<file path="config.mk">
export PLATFORM = sky130hd
export DESIGN_NAME = tt_keypad_scan_flat
export DESIGN_NICKNAME = d
export VERILOG_FILES = /design/src/rtl/tt_keypad_scan_if.sv /design/src/rtl/tt_keypad_scan.sv /design/src/flat_wrapper.sv
export SDC_FILE = /design/constraint.sdc
export NUM_CORES = 1
export LEC_CHECK = 0
export ABC_CLOCK_PERIOD_IN_PS = 6800
export BUFFER_PORTS_ARGS = -buffer_cell sky130_fd_sc_hd__buf_2
export CAP_MARGIN = 20
export CORE_MARGIN = 4
export CORE_UTILIZATION = 60
export DETAILED_ROUTE_END_ITERATION = 16
export PLACE_DENSITY = 0.8
export SETUP_SLACK_MARGIN = 0.1
export SLEW_MARGIN = 20
export SYNTH_ARGS = -nofsm -noshare
export SYNTH_HDL_FRONTEND = slang
export SYNTH_SLANG_ARGS = --single-unit
</file>
<file path="constraint.sdc">
create_clock -name clk -period 6.8 [get_ports clk]
set_input_delay 0.68 -clock clk [delete_from_list [all_inputs] [get_ports clk]]
set_output_delay 0.68 -clock clk [all_outputs]
set_load 0.01 [all_outputs]
</file>
<file path="src/rtl/tt_keypad_scan_if.sv">
// Keypad pin and key-event bundle between the scanner and its consumers.
// master: the scanner (drives rows and key outputs, reads columns).
// slave: the keypad/consumer side (drives columns, reads everything else).
interface tt_keypad_scan_if;
  logic [3:0] col_in;    // active-low columns, pulled up externally
  logic [3:0] row_out;   // one-hot active-low row drive
  logic [3:0] key_4;     // code of the last accepted key
  logic       pulse;     // one-cycle strobe on a newly accepted key
  logic       key_held;  // high while the accepted key stays pressed

  modport master (
    input  col_in,
    output row_out,
    output key_4,
    output pulse,
    output key_held
  );

  modport slave (
    output col_in,
    input  row_out,
    input  key_4,
    input  pulse,
    input  key_held
  );
endinterface

</file>
<file path="src/rtl/tt_keypad_scan.sv">
// 4x4 keypad scanner: row scan, 2-flop column sync, frame-level debounce, key encode.
// Latency: key stable from frame N start -> pulse registered at end of frame N+DEBOUNCE_CNT-1.
// No backpressure: pulse is a one-cycle strobe, key_4 holds the code until the next press.
// Optional auto-repeat: define TT_KEYPAD_REPEAT_EN (adds parameter REPEAT_FRAMES).
module tt_keypad_scan #(
  parameter int SCAN_DIV     = 4,
  parameter int DEBOUNCE_CNT = 3
`ifdef TT_KEYPAD_REPEAT_EN
  , parameter int REPEAT_FRAMES = 32
`endif
) (
  input  logic               clk,
  input  logic               rst,
  tt_keypad_scan_if.master   io_kp
);

  localparam int DW = 8;   // dwell counter width, covers SCAN_DIV up to 255
  localparam int CW = 4;   // stable counter width, covers DEBOUNCE_CNT up to 15

  typedef enum logic {
    ST_IDLE    = 1'b0,
    ST_PRESSED = 1'b1
  } state_t;

  // Synchronizer
  logic [3:0]    r_col_s1;
  logic [3:0]    r_col_s2;
  // Row sequencing
  logic [DW-1:0] r_dwell;
  logic [1:0]    r_row;
  logic [3:0]    r_row_out;
  // Per-frame accumulator: first (lowest) key seen so far in this frame
  logic          r_acc_vld;
  logic [3:0]    r_acc_code;
  // Debounce history
  logic          r_prev_none;
  logic [3:0]    r_prev_code;
  logic [CW-1:0] r_stable_cnt;
  // FSM and registered outputs
  state_t        r_state;
  logic [3:0]    r_key;
  logic          r_pulse;
  logic          r_held;

  logic          w_last_dwell;
  logic          w_frame_end;
  logic [1:0]    w_row_nxt;
  logic [3:0]    w_col_hit;
  logic          w_col_any;
  logic [1:0]    w_col_idx;
  logic [3:0]    w_row_code;
  logic          w_res_none;
  logic [3:0]    w_res_code;
  logic          w_same;
  logic [CW-1:0] w_cnt_nxt;
  logic          w_stable;
  state_t        w_state_nxt;
  logic [3:0]    w_key_nxt;
  logic          w_pulse_nxt;
  logic          w_held_nxt;

  assign w_last_dwell = (r_dwell == DW'(SCAN_DIV - 1));
  assign w_frame_end  = w_last_dwell && (r_row == 2'd3);
  assign w_row_nxt    = r_row + 2'd1;
  assign w_col_hit    = ~r_col_s2;
  assign w_col_any    = |w_col_hit;
  assign w_row_code   = {r_row, w_col_idx};

  // Two-flop synchronizer; idle level is all columns released (high)
  always_ff @(posedge clk or posedge rst) begin
    if (rst) begin
      r_col_s1 <= 4'b1111;
      r_col_s2 <= 4'b1111;
    end else begin
      r_col_s1 <= io_kp.col_in;
      r_col_s2 <= r_col_s1;
    end
  end

  // Dwell counter and row advance; row_out kept registered alongside the row index
  always_ff @(posedge clk or posedge rst) begin
    if (rst) begin
      r_dwell   <= '0;
      r_row     <= 2'd0;
      r_row_out <= 4'b1110;
    end else if (w_last_dwell) begin
      r_dwell   <= '0;
      r_row     <= w_row_nxt;
      r_row_out <= ~(4'b0001 << w_row_nxt);
    end else begin
      r_dwell   <= r_dwell + DW'(1);
    end
  end

  // Lowest low column in the current row (column 0 has priority)
  always_comb begin
    w_col_idx = 2'd0;
    for (int i = 3; i >= 0; i--) begin
      if (w_col_hit[i]) w_col_idx = 2'(i);
    end
  end

  // Frame result: rows are scanned in ascending order, so the first hit is the lowest code
  always_comb begin
    w_res_none = 1'b1;
    w_res_code = 4'd0;
    if (r_acc_vld) begin
      w_res_none = 1'b0;
      w_res_code = r_acc_code;
    end else if (w_col_any) begin
      w_res_none = 1'b0;
      w_res_code = w_row_code;
    end
  end

  // Accumulate the first key of the frame; restart at every frame end
  always_ff @(posedge clk or posedge rst) begin
    if (rst) begin
      r_acc_vld  <= 1'b0;
      r_acc_code <= 4'd0;
    end else if (w_frame_end) begin
      r_acc_vld  <= 1'b0;
      r_acc_code <= 4'd0;
    end else if (w_last_dwell && !r_acc_vld && w_col_any) begin
      r_acc_vld  <= 1'b1;
      r_acc_code <= w_row_code;
    end
  end

  // Stability count: saturating run length of identical frame results
  always_comb begin
    w_same    = (w_res_none == r_prev_none) && (w_res_none || (w_res_code == r_prev_code));
    w_cnt_nxt = CW'(1);
    if (w_same) begin
      if (r_stable_cnt >= CW'(DEBOUNCE_CNT)) w_cnt_nxt = CW'(DEBOUNCE_CNT);
      else                                   w_cnt_nxt = r_stable_cnt + CW'(1);
    end
    w_stable = (w_cnt_nxt == CW'(DEBOUNCE_CNT));
  end

  // Debounce history updated once per frame
  always_ff @(posedge clk or posedge rst) begin
    if (rst) begin
      r_prev_none  <= 1'b1;
      r_prev_code  <= 4'd0;
      r_stable_cnt <= '0;
    end else if (w_frame_end) begin
      r_prev_none  <= w_res_none;
      r_prev_code  <= w_res_code;
      r_stable_cnt <= w_cnt_nxt;
    end
  end

`ifdef TT_KEYPAD_REPEAT_EN
  logic [15:0] r_rep_cnt;
  logic [15:0] w_rep_nxt;
  logic [15:0] w_rep_inc;

  assign w_rep_inc = r_rep_cnt + 16'd1;

  // Frames elapsed in PRESSED since the last pulse
  always_ff @(posedge clk or posedge rst) begin
    if (rst) r_rep_cnt <= '0;
    else     r_rep_cnt <= w_rep_nxt;
  end
`endif

  // FSM next state and next registered outputs; everything acts at frame end
  always_comb begin
    w_state_nxt = r_state;
    w_key_nxt   = r_key;
    w_pulse_nxt = 1'b0;
    w_held_nxt  = r_held;
`ifdef TT_KEYPAD_REPEAT_EN
    w_rep_nxt   = r_rep_cnt;
`endif
    case (r_state)
      ST_IDLE: begin
`ifdef TT_KEYPAD_REPEAT_EN
        w_rep_nxt = '0;
`endif
        if (w_frame_end && w_stable && !w_res_none) begin
          w_state_nxt = ST_PRESSED;
          w_key_nxt   = w_res_code;
          w_pulse_nxt = 1'b1;
          w_held_nxt  = 1'b1;
        end
      end
      ST_PRESSED: begin
        // A different key while pressed is ignored until a debounced release
        if (w_frame_end && w_stable && w_res_none) begin
          w_state_nxt = ST_IDLE;
          w_held_nxt  = 1'b0;
`ifdef TT_KEYPAD_REPEAT_EN
          w_rep_nxt   = '0;
`endif
        end
`ifdef TT_KEYPAD_REPEAT_EN
        else if (w_frame_end) begin
          if (w_rep_inc == 16'(REPEAT_FRAMES)) begin
            w_pulse_nxt = 1'b1;
            w_rep_nxt   = '0;
          end else begin
            w_rep_nxt   = w_rep_inc;
          end
        end
`endif
      end
      default: begin
        w_state_nxt = ST_IDLE;
        w_held_nxt  = 1'b0;
      end
    endcase
  end

  // FSM state and output registers
  always_ff @(posedge clk or posedge rst) begin
    if (rst) begin
      r_state <= ST_IDLE;
      r_key   <= 4'd0;
      r_pulse <= 1'b0;
      r_held  <= 1'b0;
    end else begin
      r_state <= w_state_nxt;
      r_key   <= w_key_nxt;
      r_pulse <= w_pulse_nxt;
      r_held  <= w_held_nxt;
    end
  end

  assign io_kp.row_out  = r_row_out;
  assign io_kp.key_4    = r_key;
  assign io_kp.pulse    = r_pulse;
  assign io_kp.key_held = r_held;

endmodule

</file>
<file path="src/flat_wrapper.sv">
// flat-port wrapper written by rule: the top's interface ports become plain ports
module tt_keypad_scan_flat 
#(
  parameter int SCAN_DIV     = 4,
  parameter int DEBOUNCE_CNT = 3

)
  (clk, rst, io_kp_col_in, io_kp_row_out, io_kp_key_4, io_kp_pulse, io_kp_key_held);
  tt_keypad_scan_if io_kp_i ();
  input  logic clk;
  input  logic rst;
  input wire logic [$bits(io_kp_i.col_in)-1:0] io_kp_col_in;
  output wire logic [$bits(io_kp_i.row_out)-1:0] io_kp_row_out;
  output wire logic [$bits(io_kp_i.key_4)-1:0] io_kp_key_4;
  output wire logic [$bits(io_kp_i.pulse)-1:0] io_kp_pulse;
  output wire logic [$bits(io_kp_i.key_held)-1:0] io_kp_key_held;
  assign io_kp_i.col_in = io_kp_col_in;
  assign io_kp_row_out = io_kp_i.row_out;
  assign io_kp_key_4 = io_kp_i.key_4;
  assign io_kp_pulse = io_kp_i.pulse;
  assign io_kp_key_held = io_kp_i.key_held;
  tt_keypad_scan #(.SCAN_DIV(SCAN_DIV), .DEBOUNCE_CNT(DEBOUNCE_CNT)) u_core (.clk(clk), .rst(rst), .io_kp(io_kp_i));
endmodule
</file>
==> reports/metrics.csv <==
stage,metric,value,unit
placed_design,DP Wirelength,2330,µm
floorplanning,row count,20,
synthesis,yosys warns,0,
cts,Clock transition at path regs,0.11,ns
timing,RSZ-0062 raised after global routing,false,
critical_path,crit-path cells,or4_4 -> nor3_2 -> nand2_4 -> a21oi_4 -> and3_1 -> mux2_4,
synthesis,leading cell type by number of instances after synthesis,dfrtp_1,
cts,TritonCTS clock tree,built,
power,P_leak,0.973,nW
cts,H-Tree Depth,2,
synthesis,Seq cells post-synth,43,
critical_path,"CP delay by family, top",simple AND/OR/NAND/NOR gates,
cts,cts bufs inserted,5,
detailed_routing,DR pass1 iterations,4,
synthesis,largest cells by area after synthesis,"dfrtp_1 41%, dfstp_2 17%, ha_1 4.0%, nand2_1 3.4%, xnor2_1 3.3%",
detailed_routing,routed len/inst,14.4,µm
cells_and_area,Layout area overhead,9.59,%
timing,final setup TNS,0,ns
cts,PostCTS Resize Cnt,0,
floorplanning,Die W,64.0,µm
critical_path,WP buf/inv,0,
timing,crit share post-route,40.9,%
synthesis,count of cell types in the netlist,43,
timing,final hold violation count,0,
synthesis,Post-Syn Area,1880,µm²
timing,Slew headroom,50.1,%
synthesis,Synth top area share,41.3,%
timing,final worst path period need,2.78,ns
cts,CTS max path bufs,2,
timing,# setup viols final,0,
synthesis,"EDFF count, synth",0,
cts,worst skew pair latency,0.36,ns
synthesis,"Net Count, Synth",170,
grt,GRT Total Usage,18.1,%
power,Pwr Density,228,nW/µm²
timing,Final Slew Violations,0,
cts,postcts setup bufs,0,
critical_path,crit path max fanout,11,
critical_path,Crit path required time,7.04,ns
synthesis,Syn Area/Cell,11.9,µm²
floorplanning,Die H,64.0,µm
synthesis,Synth area leader,dfrtp_1,
floorplanning,I/O Pins,16,
grt,first-pass GRT wire length,5710,µm
timing,Hold WS,0.364,ns
timing,fmax,360,MHz
critical_path,CP max stage delay,0.63,ns
synthesis,ys flop type,dfrtp_1,
detailed_routing,DR DRC count,0,
critical_path,startpoint types,register,
floorplanning,Core Region,3030,µm²
detailed_routing,Detailed Route WL,3170,µm
timing,skew final,0.0187,ns
grt,initial antenna violation count,0,
detailed_routing,DRT iter0 DRCs,58,
synthesis,ys async rst share,100,%
detailed_routing,Vias/cell,5.48,
critical_path,CP arrival,3.02,ns
cells_and_area,ant diodes,0,
cts,CTS Root Cell,clkbuf_4,
worst_hold_path,Hold Path Class,register to register,
cts,CTS Hold Bufs,0,
synthesis,list of most frequent post-synthesis cells,"31 x dfrtp_1, 17 x nand2_1, 12 x dfstp_2, 12 x o21ai_0",
grt,GRT overflow,0,
grt,vias in the first global route,1263,
placed_design,GPL Wtd Cong,0.777,
critical_path,CP Class,register to register,
cells_and_area,share of layout cells above drive strength 1,26.7,%
timing,Slew @ Worst Pin,0.745,ns
timing,worst setup margin,4.02,ns
detailed_routing,ANT nets after route,0,
critical_path,Critical Path End Type,register,
synthesis,Cells after Synth,158,
flow_run,Max Cap Viol,0,
power,Peak supply drop,0.193,mV
run_status,status,completed,
grt,largest net degree at the start of global routing,44,
critical_path,Worst path slowest cell,nor3_2,
placed_design,Place WS,4.05,ns
floorplanning,starting density of the core,62.1,%
cells_and_area,NumNets Final,187,
detailed_routing,DR vias,1205,
floorplanning,Die Area,4090,µm²
cts,Sink Count,43,
placed_design,Port Buffers,15,
synthesis,post-synthesis sequential area ratio,58.1,%
-- final timing paths --
kind	from	to	slack, ns	depth (start not counted)
min	u_core.r_col_s1[0]	u_core.r_col_s2[0]	0.36	0
max	u_core.r_dwell[5]	u_core.io_kp.key_4[0]	4.02	6
min in group asynchronous	rst	u_core.r_acc_vld	0.42	3
max reg2reg	u_core.r_dwell[5]	u_core.io_kp.key_4[0]	4.02	6
max in group asynchronous	rst	u_core.r_col_s1[0]	6.00	3
min reg2reg	u_core.r_col_s1[0]	u_core.r_col_s2[0]	0.36	0
-- cell usage in the layout, fill, tap and decap left out, drive strengths merged, types with 3 or more instances in the layout --
cell    synthesis  routed
dfrtp          31      31
nand2          18      18
buf             3      16
o21ai          13      13
dfstp          12      12
inv             7       7
xnor2           7       7
nor2            6       6
ha              6       6
nand2b          5       5
nand3           5       5
clkbuf          3       5
and2            5       5
a22o            3       3
mux2i           3       3
and3            3       3
mux2            3       3
a21oi           3       3
-- cell type report --
type	count	area [µm²]
clock buffers	5	37.5
clock inverters	3	43.8
fillers	222	968
inverters	7	26.3
multi-input cells	102	723
flip-flops and latches	43	1090
well taps	44	55.1
repair buffers	16	82.6
-- per-stage QoR --
step	power, W	std cells	area, µm²	utilization, %
after global placement	0.000314	212	1980	65.3
after global routing	0.000494	220	2060	68.0
final	0.000470	220	2060	68.0
after floorplan	0.000305	158	1880	-
after detailed placement	0.000317	212	1980	65.3
after CTS	0.000476	220	2060	68.0
-- kinds of logic after synthesis --
family                     Yosys count  synth area share, %
and+or+nand+nor                     50                 14.4
AOI/OAI and AO/OA                   31                 12.1
xor gates and xnor gates             9                 4.19
buffers and inverters               13                 3.46
muxes                                6                 3.80
adders and majority gates            6                 3.99
DFF                                 43                 58.1
-- state kept, by name (all words and copies together) (netlist names), named ones only --
signal / cells
u_core.io_kp.key_held: 1
u_core.r_acc_code: 4
u_core.r_acc_vld: 1
u_core.r_stable_cnt: 4
u_core.r_prev_code: 4
u_core.r_dwell: 8
u_core.r_row: 2
u_core.io_kp.pulse: 1
u_core.r_prev_none: 1
u_core.r_col_s2: 4
u_core.io_kp.row_out: 4
u_core.r_col_s1: 4
u_core.io_kp.key_4: 4
-- power by group --
part	internal [W]	switching (W)	leakage (nW)
clock	0.0000774	0.0000815	0.0452
sequential	0.000269	0.00000798	0.542
combinational	0.0000151	0.0000197	0.386
-- per-layer routing --
metal / vias to the layer above / track usage (%) / part of all wire, %
met4: 0 / 7.82 / 2.0
met2: 28 / 29.7 / 49
met5: - / 0 / 0
met3: 7 / 3.87 / 4.9
met1: 594 / 23.0 / 44
li1: 576 / - / -
Note: power is estimated with default switching activity, not from simulation.
